==> config.mk <==
export PLATFORM = sky130hd
export DESIGN_NAME = ula_operand_sequencer
export DESIGN_NICKNAME = d
export VERILOG_FILES = /design/src/rtl/ula_pkg.sv /design/src/rtl/ula_btn_debounce.sv /design/src/rtl/ula_operand_sequencer.sv
export SDC_FILE = /design/constraint.sdc
export NUM_CORES = 1
export LEC_CHECK = 0
export BUFFER_PORTS_ARGS = -buffer_cell sky130_fd_sc_hd__buf_2
export CORE_AREA = 2 2 102 104
export CTS_CLUSTER_SIZE = 30
export DETAILED_ROUTE_END_ITERATION = 8
export DIE_AREA = 0 0 104 106
export GPL_ROUTABILITY_DRIVEN = 0
export PLACE_DENSITY = 0.72
export SYNTH_ARGS = -nofsm -noshare
export SYNTH_HDL_FRONTEND = slang
export SYNTH_HIERARCHICAL = 1
export SYNTH_SLANG_ARGS = --single-unit
export TNS_END_PERCENT = 100
==> constraint.sdc <==
create_clock -name clk -period 1.9 [get_ports clk]
set_input_delay 0.38 -clock clk [delete_from_list [all_inputs] [get_ports clk]]
set_output_delay 0.38 -clock clk [all_outputs]
set_load 0.02 [all_outputs]
==> src/rtl/ula_pkg.sv <==
// rtl/ula_pkg.sv - shared defaults, state encoding and width helper for the ALU operand sequencer
package ula_pkg;

  localparam int DEF_WIDTH = 16;
  localparam int DEF_OP_W  = 2;

  typedef enum logic [2:0] {
    S_A    = 3'd0,
    S_B    = 3'd1,
    S_OP   = 3'd2,
    S_WAIT = 3'd3,
    S_SHOW = 3'd4
  } state_t;

  // Bits needed to hold values 0..value-1, never less than one bit.
  function automatic int clog2(input int value);
    int r;
    r = 0;
    for (int i = 0; i < 32; i++) begin
      if ((64'd1 << i) < 64'(value)) r = i + 1;
    end
    if (r < 1) r = 1;
    return r;
  endfunction

endpackage

==> src/rtl/ula_btn_debounce.sv <==
// rtl/ula_btn_debounce.sv - two-flop synchronizer, counting debouncer and rising-edge pulse for one button
module ula_btn_debounce
  import ula_pkg::*;
#(
  parameter int DEBOUNCE_CYCLES = 1000000
) (
  input  logic clk,
  input  logic rst_n,
  input  logic btn,
  output logic pulse
);

  localparam int CW = clog2(DEBOUNCE_CYCLES + 1);
  localparam logic [CW-1:0] LIM = CW'(DEBOUNCE_CYCLES - 1);

  logic          sync1;
  logic          sync2;
  logic          level;
  logic [CW-1:0] cnt;

  // The count only advances while the synchronized input disagrees with the
  // accepted level; it stops at LIM where the new level is taken.
  always_ff @(posedge clk or negedge rst_n) begin
    if (!rst_n) begin
      sync1 <= 1'b0;
      sync2 <= 1'b0;
      level <= 1'b0;
      cnt   <= '0;
      pulse <= 1'b0;
    end else begin
      sync1 <= btn;
      sync2 <= sync1;
      pulse <= 1'b0;
      if (sync2 == level) begin
        cnt <= '0;
      end else if (cnt >= LIM) begin
        level <= sync2;
        cnt   <= '0;
        pulse <= sync2;
      end else begin
        cnt <= cnt + 1'b1;
      end
    end
  end

endmodule

==> src/rtl/ula_operand_sequencer.sv <==
// rtl/ula_operand_sequencer.sv - collects A, B and op from switches, waits on the ALU and captures C
module ula_operand_sequencer
  import ula_pkg::*;
#(
  parameter int WIDTH           = DEF_WIDTH,
  parameter int OP_W            = DEF_OP_W,
  parameter int DEBOUNCE_CYCLES = 1000000,
  parameter int ALU_LAT         = 0
) (
  input  logic             clk,
  input  logic             rst_n,
  input  logic [WIDTH-1:0] sw,
  input  logic             btn_load,
  input  logic             btn_clr,
  output logic [WIDTH-1:0] alu_a,
  output logic [WIDTH-1:0] alu_b,
  output logic [OP_W-1:0]  alu_op,
  input  logic [WIDTH-1:0] alu_c,
  output logic [WIDTH-1:0] result,
  output logic             result_valid,
  output logic [2:0]       stage
);

  localparam int WCW = clog2(ALU_LAT + 1);

  state_t           state;
  logic [WCW-1:0]   wait_cnt;
  logic [WIDTH-1:0] a_reg;
  logic [WIDTH-1:0] b_reg;
  logic [OP_W-1:0]  op_reg;
  logic             load_p;
  logic             clr_p;

  ula_btn_debounce #(.DEBOUNCE_CYCLES(DEBOUNCE_CYCLES)) u_load_db (
    .clk   (clk),
    .rst_n (rst_n),
    .btn   (btn_load),
    .pulse (load_p)
  );

  ula_btn_debounce #(.DEBOUNCE_CYCLES(DEBOUNCE_CYCLES)) u_clr_db (
    .clk   (clk),
    .rst_n (rst_n),
    .btn   (btn_clr),
    .pulse (clr_p)
  );

  // Clear wins over a load arriving on the same clock.
  always_ff @(posedge clk or negedge rst_n) begin
    if (!rst_n) begin
      state        <= S_A;
      wait_cnt     <= '0;
      a_reg        <= '0;
      b_reg        <= '0;
      op_reg       <= '0;
      result       <= '0;
      result_valid <= 1'b0;
    end else if (clr_p) begin
      state        <= S_A;
      wait_cnt     <= '0;
      a_reg        <= '0;
      b_reg        <= '0;
      op_reg       <= '0;
      result       <= '0;
      result_valid <= 1'b0;
    end else begin
      case (state)
        S_A: begin
          if (load_p) begin
            a_reg        <= sw;
            result_valid <= 1'b0;
            state        <= S_B;
          end
        end
        S_B: begin
          if (load_p) begin
            b_reg <= sw;
            state <= S_OP;
          end
        end
        S_OP: begin
          if (load_p) begin
            op_reg   <= sw[OP_W-1:0];
            wait_cnt <= WCW'(ALU_LAT);
            state    <= S_WAIT;
          end
        end
        S_WAIT: begin
          // Presses here are dropped, not queued.
          if (wait_cnt == '0) begin
            result       <= alu_c;
            result_valid <= 1'b1;
            state        <= S_SHOW;
          end else begin
            wait_cnt <= wait_cnt - 1'b1;
          end
        end
        S_SHOW: begin
          if (load_p) state <= S_A;
        end
        default: state <= S_A;
      endcase
    end
  end

  assign alu_a  = a_reg;
  assign alu_b  = b_reg;
  assign alu_op = op_reg;
  assign stage  = state;

endmodule
==> metrics <==
CP arrival 2.14 ns; part of the power in registers 58.9%; Cells after Synth 422; kind of critical path flop to flop; first-pass GRT wire length 16240 um; post-DR wirelength/cell 14.23 um; vias in the first global route 3520; die height 106 um; min-delay worst type input pin to asynchronous set/reset pin; RR Startpoint u_load_db/cnt[11]; Total Wirelength 9622 um; DRT iter0 DRCs 123; Rows 37; gr usage total 18.13%; RR Endpoint u_load_db/level; crit-path max FO 3; via count 3452; worst slew pin tran 0.5343 ns; RSZ-0062 raised after global routing yes; Fmax 528.9 MHz; Routed Antenna Nets 0; CP Launch Type flop; vias per inst 5.107; CTS max path bufs 2; critical path capture point type flop; total number of H-tree levels 3; IO buf count 89; Worst Setup EP u_load_db/level; Boundary Pins 90; Max Used Layer met5; Max stage delay on crit path 0.55 ns; Synth Register Bits 102; Worst VDD drop 0.4236 mV; Final Setup Violations 0; CTS tree done; synth warn 6; filler instances 845; pin count of the biggest net entering global routing 103; die area 11020 um^2; Clock transition at path regs 0.11 ns; Sw Ratio 25.67%; design area 5812 um^2; CTS Buf Count 9; WHS 0.04803 ns; Routed met3 length 382 um; DP HPWL 6645 um; NetSw 0.9687 mW; Area after DPL 5553 um^2; Chip Width 104 um; Cell Chain, Critical Path or4_4 -> nor4_4 -> a21oi_2 -> o21ai_2 -> mux2_2; Max stage delay cell, worst path or4_4; Netlist cell types 49; Initial Utilization 48.29%; Hold Vio Cnt, Final 0; Worst R2R Path Depth 5; commonest non-fill, non-tap cell in the layout dfrtp_1; Setup crit start u_load_db/cnt[11]; internal power 2.805 mW; Core Area 10000 um^2; # Max-Cap Violations 0; Clock Sinks 102; Max-slew headroom 64.38%; Post-route DRC 0; Crit path required time 2.15 ns; Nets 573; Overall Power 3.774 mW; outcome finished clean; detailed-routed wire length on met2 4560 um; Clock power frac 34.8%; post-synth design cell area 4828 um^2; P per Cell Area 649.3 nW/um^2; Post-synth ARST share 100.0%; commonest cells after routing, fill and taps aside dfrtp_1, buf_2, nand2b_1; Period Utilization, post-route 99.51%; Final Critical Period 1.891 ns; Comb pwr share 6.2%; Layout area overhead 20.37%; R2R setup slack 0.009 ns; syn_area_per_cell 11.44 um^2; Synth Flop Type dfrtp_1; ant diodes 0; # hold bufs at CTS 0; number of synthesized flops with an enable pin 0; share of post-route cells with drive strength above 1 30.37%; Lkg Pwr 2.669 nW; grt ovf 0; Mapped Nets 460; root buf cell clkbuf_8; Max Slew Vio Count 0; clk_lat worst skew 0.37 ns; sequential cell area fraction in the yosys report 52.86%; wl on met1 4511 um; initial antenna violation count 2; Pre-Repair DR Iteration Count 5; clk_skew 0.01249 ns
[final cells by class]
class | instances | area [um^2] | share of cell area [%]
Sequential cell | 102 | 2552 | 43.92
Clock inverter | 7 | 66.31 | 1.141
Multi-Input combinational cell | 294 | 2157 | 37.12
Timing Repair Buffer | 125 | 730.7 | 12.57
Tap cell | 136 | 170.2 | 2.928
Inverter | 3 | 11.26 | 0.1938
Clock buffer | 9 | 123.9 | 2.131
[cells in the mapped netlist (2+ instances only)]
cell / count / area share [%]
dfrtp_1: 102 / 53
nand2b_1: 69 / 8.9
nor2_1: 38 / 3.0
mux2i_1: 34 / 7.0
xor2_1: 20 / 3.6
xnor2_1: 17 / 3.1
nand3_1: 16 / 1.7
o2bb2ai_1: 16 / 2.9
clkbuf_1: 12 / 0.93
nand2_1: 12 / 0.93
nand4_1: 11 / 1.4
nor2_4: 8 / 1.9
buf_2: 7 / 0.73
and3_1: 6 / 0.78
and4_1: 6 / 1.1
inv_1: 3 / 0.23
nor2_2: 3 / 0.39
a211oi_1: 2 / 0.31
a21oi_1: 2 / 0.21
buf_6: 2 / 0.47
ha_1: 2 / 0.52
nand4bb_1: 2 / 0.47
nor3_1: 2 / 0.21
nor3_2: 2 / 0.41
nor4b_1: 2 / 0.36
nor4bb_1: 2 / 0.41
o21ai_1: 2 / 0.21
[per-layer routing]
layer	vias to the layer above	GRT usage (%)
met5	-	0
met2	70	30.45
met1	1686	23.30
met4	4	6.950
met3	18	3.617
li1	1674	-
[cells by family (layout without fill, tap and decap cells)]
family	count (synthesis)	count (layout)	share of synthesized area, %
compound gates	30	30	5.520
simple gates	189	189	23.94
flops	102	102	52.86
fa+ha+maj	2	2	0.5182
mux	36	36	7.515
buf+inv	26	144	2.928
xor+xnor	37	37	6.712
[worst min-delay path by stage]
stage / to / slack, ns / cells past startpoint
3_3_place_gp: u_load_db/sync2 / 0.34 / 0
6_report: alu_a[0] / 0.05 / 2
4_1_cts: alu_a[1] / 0.08 / 2
5_1_grt: alu_b[0] / 0.09 / 2
2_1_floorplan: alu_a[0] / 0.08 / 0
3_5_place_dp: u_load_db/sync2 / 0.34 / 0
[what timing repair did]
action | 4_1_cts | 5_1_grt
setup buffers | 4 | 3
pin swaps | 1 | 3
setup endpoints to repair | 10 | 4
gates resized for setup | 1 | 3
[power groups by stage]
stage | sequential [mW] | clock, mW | combinational [mW]
final | 2.22 | 1.32 | 0.235
after global routing | 2.23 | 1.45 | 0.263
after CTS | 2.22 | 1.36 | 0.239
after detailed placement | 2.27 | 0 | 0.231
after global placement | 2.26 | 0 | 0.227
after floorplan | 2.29 | 0 | 0.0782
[sequential cells by signal (all words and copies together), names as in the netlist, 2 cells and up]
| register | count |
|---|---|
| alu_b | 16 |
| u_load_db/cnt | 20 |
| u_clr_db/cnt | 20 |
| alu_a | 16 |
| alu_op | 2 |
| result | 16 |
| stage | 3 |
[critical path, delay by kind of cell (launching register included)]
family             cells  cell delay, ns
and+or+nand+nor        2            0.71
AOI/OAI and AO/OA      2            0.29
DFF                    1            0.41
muxes                  1            0.36
[metrics by stage]
step                       TNS, ns  setup WS, ns  cells  util [%]
final                            0      0.009339    676     58.12
after global routing      -0.05852      -0.05852    676     58.12
after CTS                        0      0.007323    673     57.77
after detailed placement   -0.1934      -0.03544    653     55.53
after global placement           0       0.01506    653     55.53
after floorplan                  0       0.09767    422         -
No activity file was read; power rests on OpenSTA's default activity.
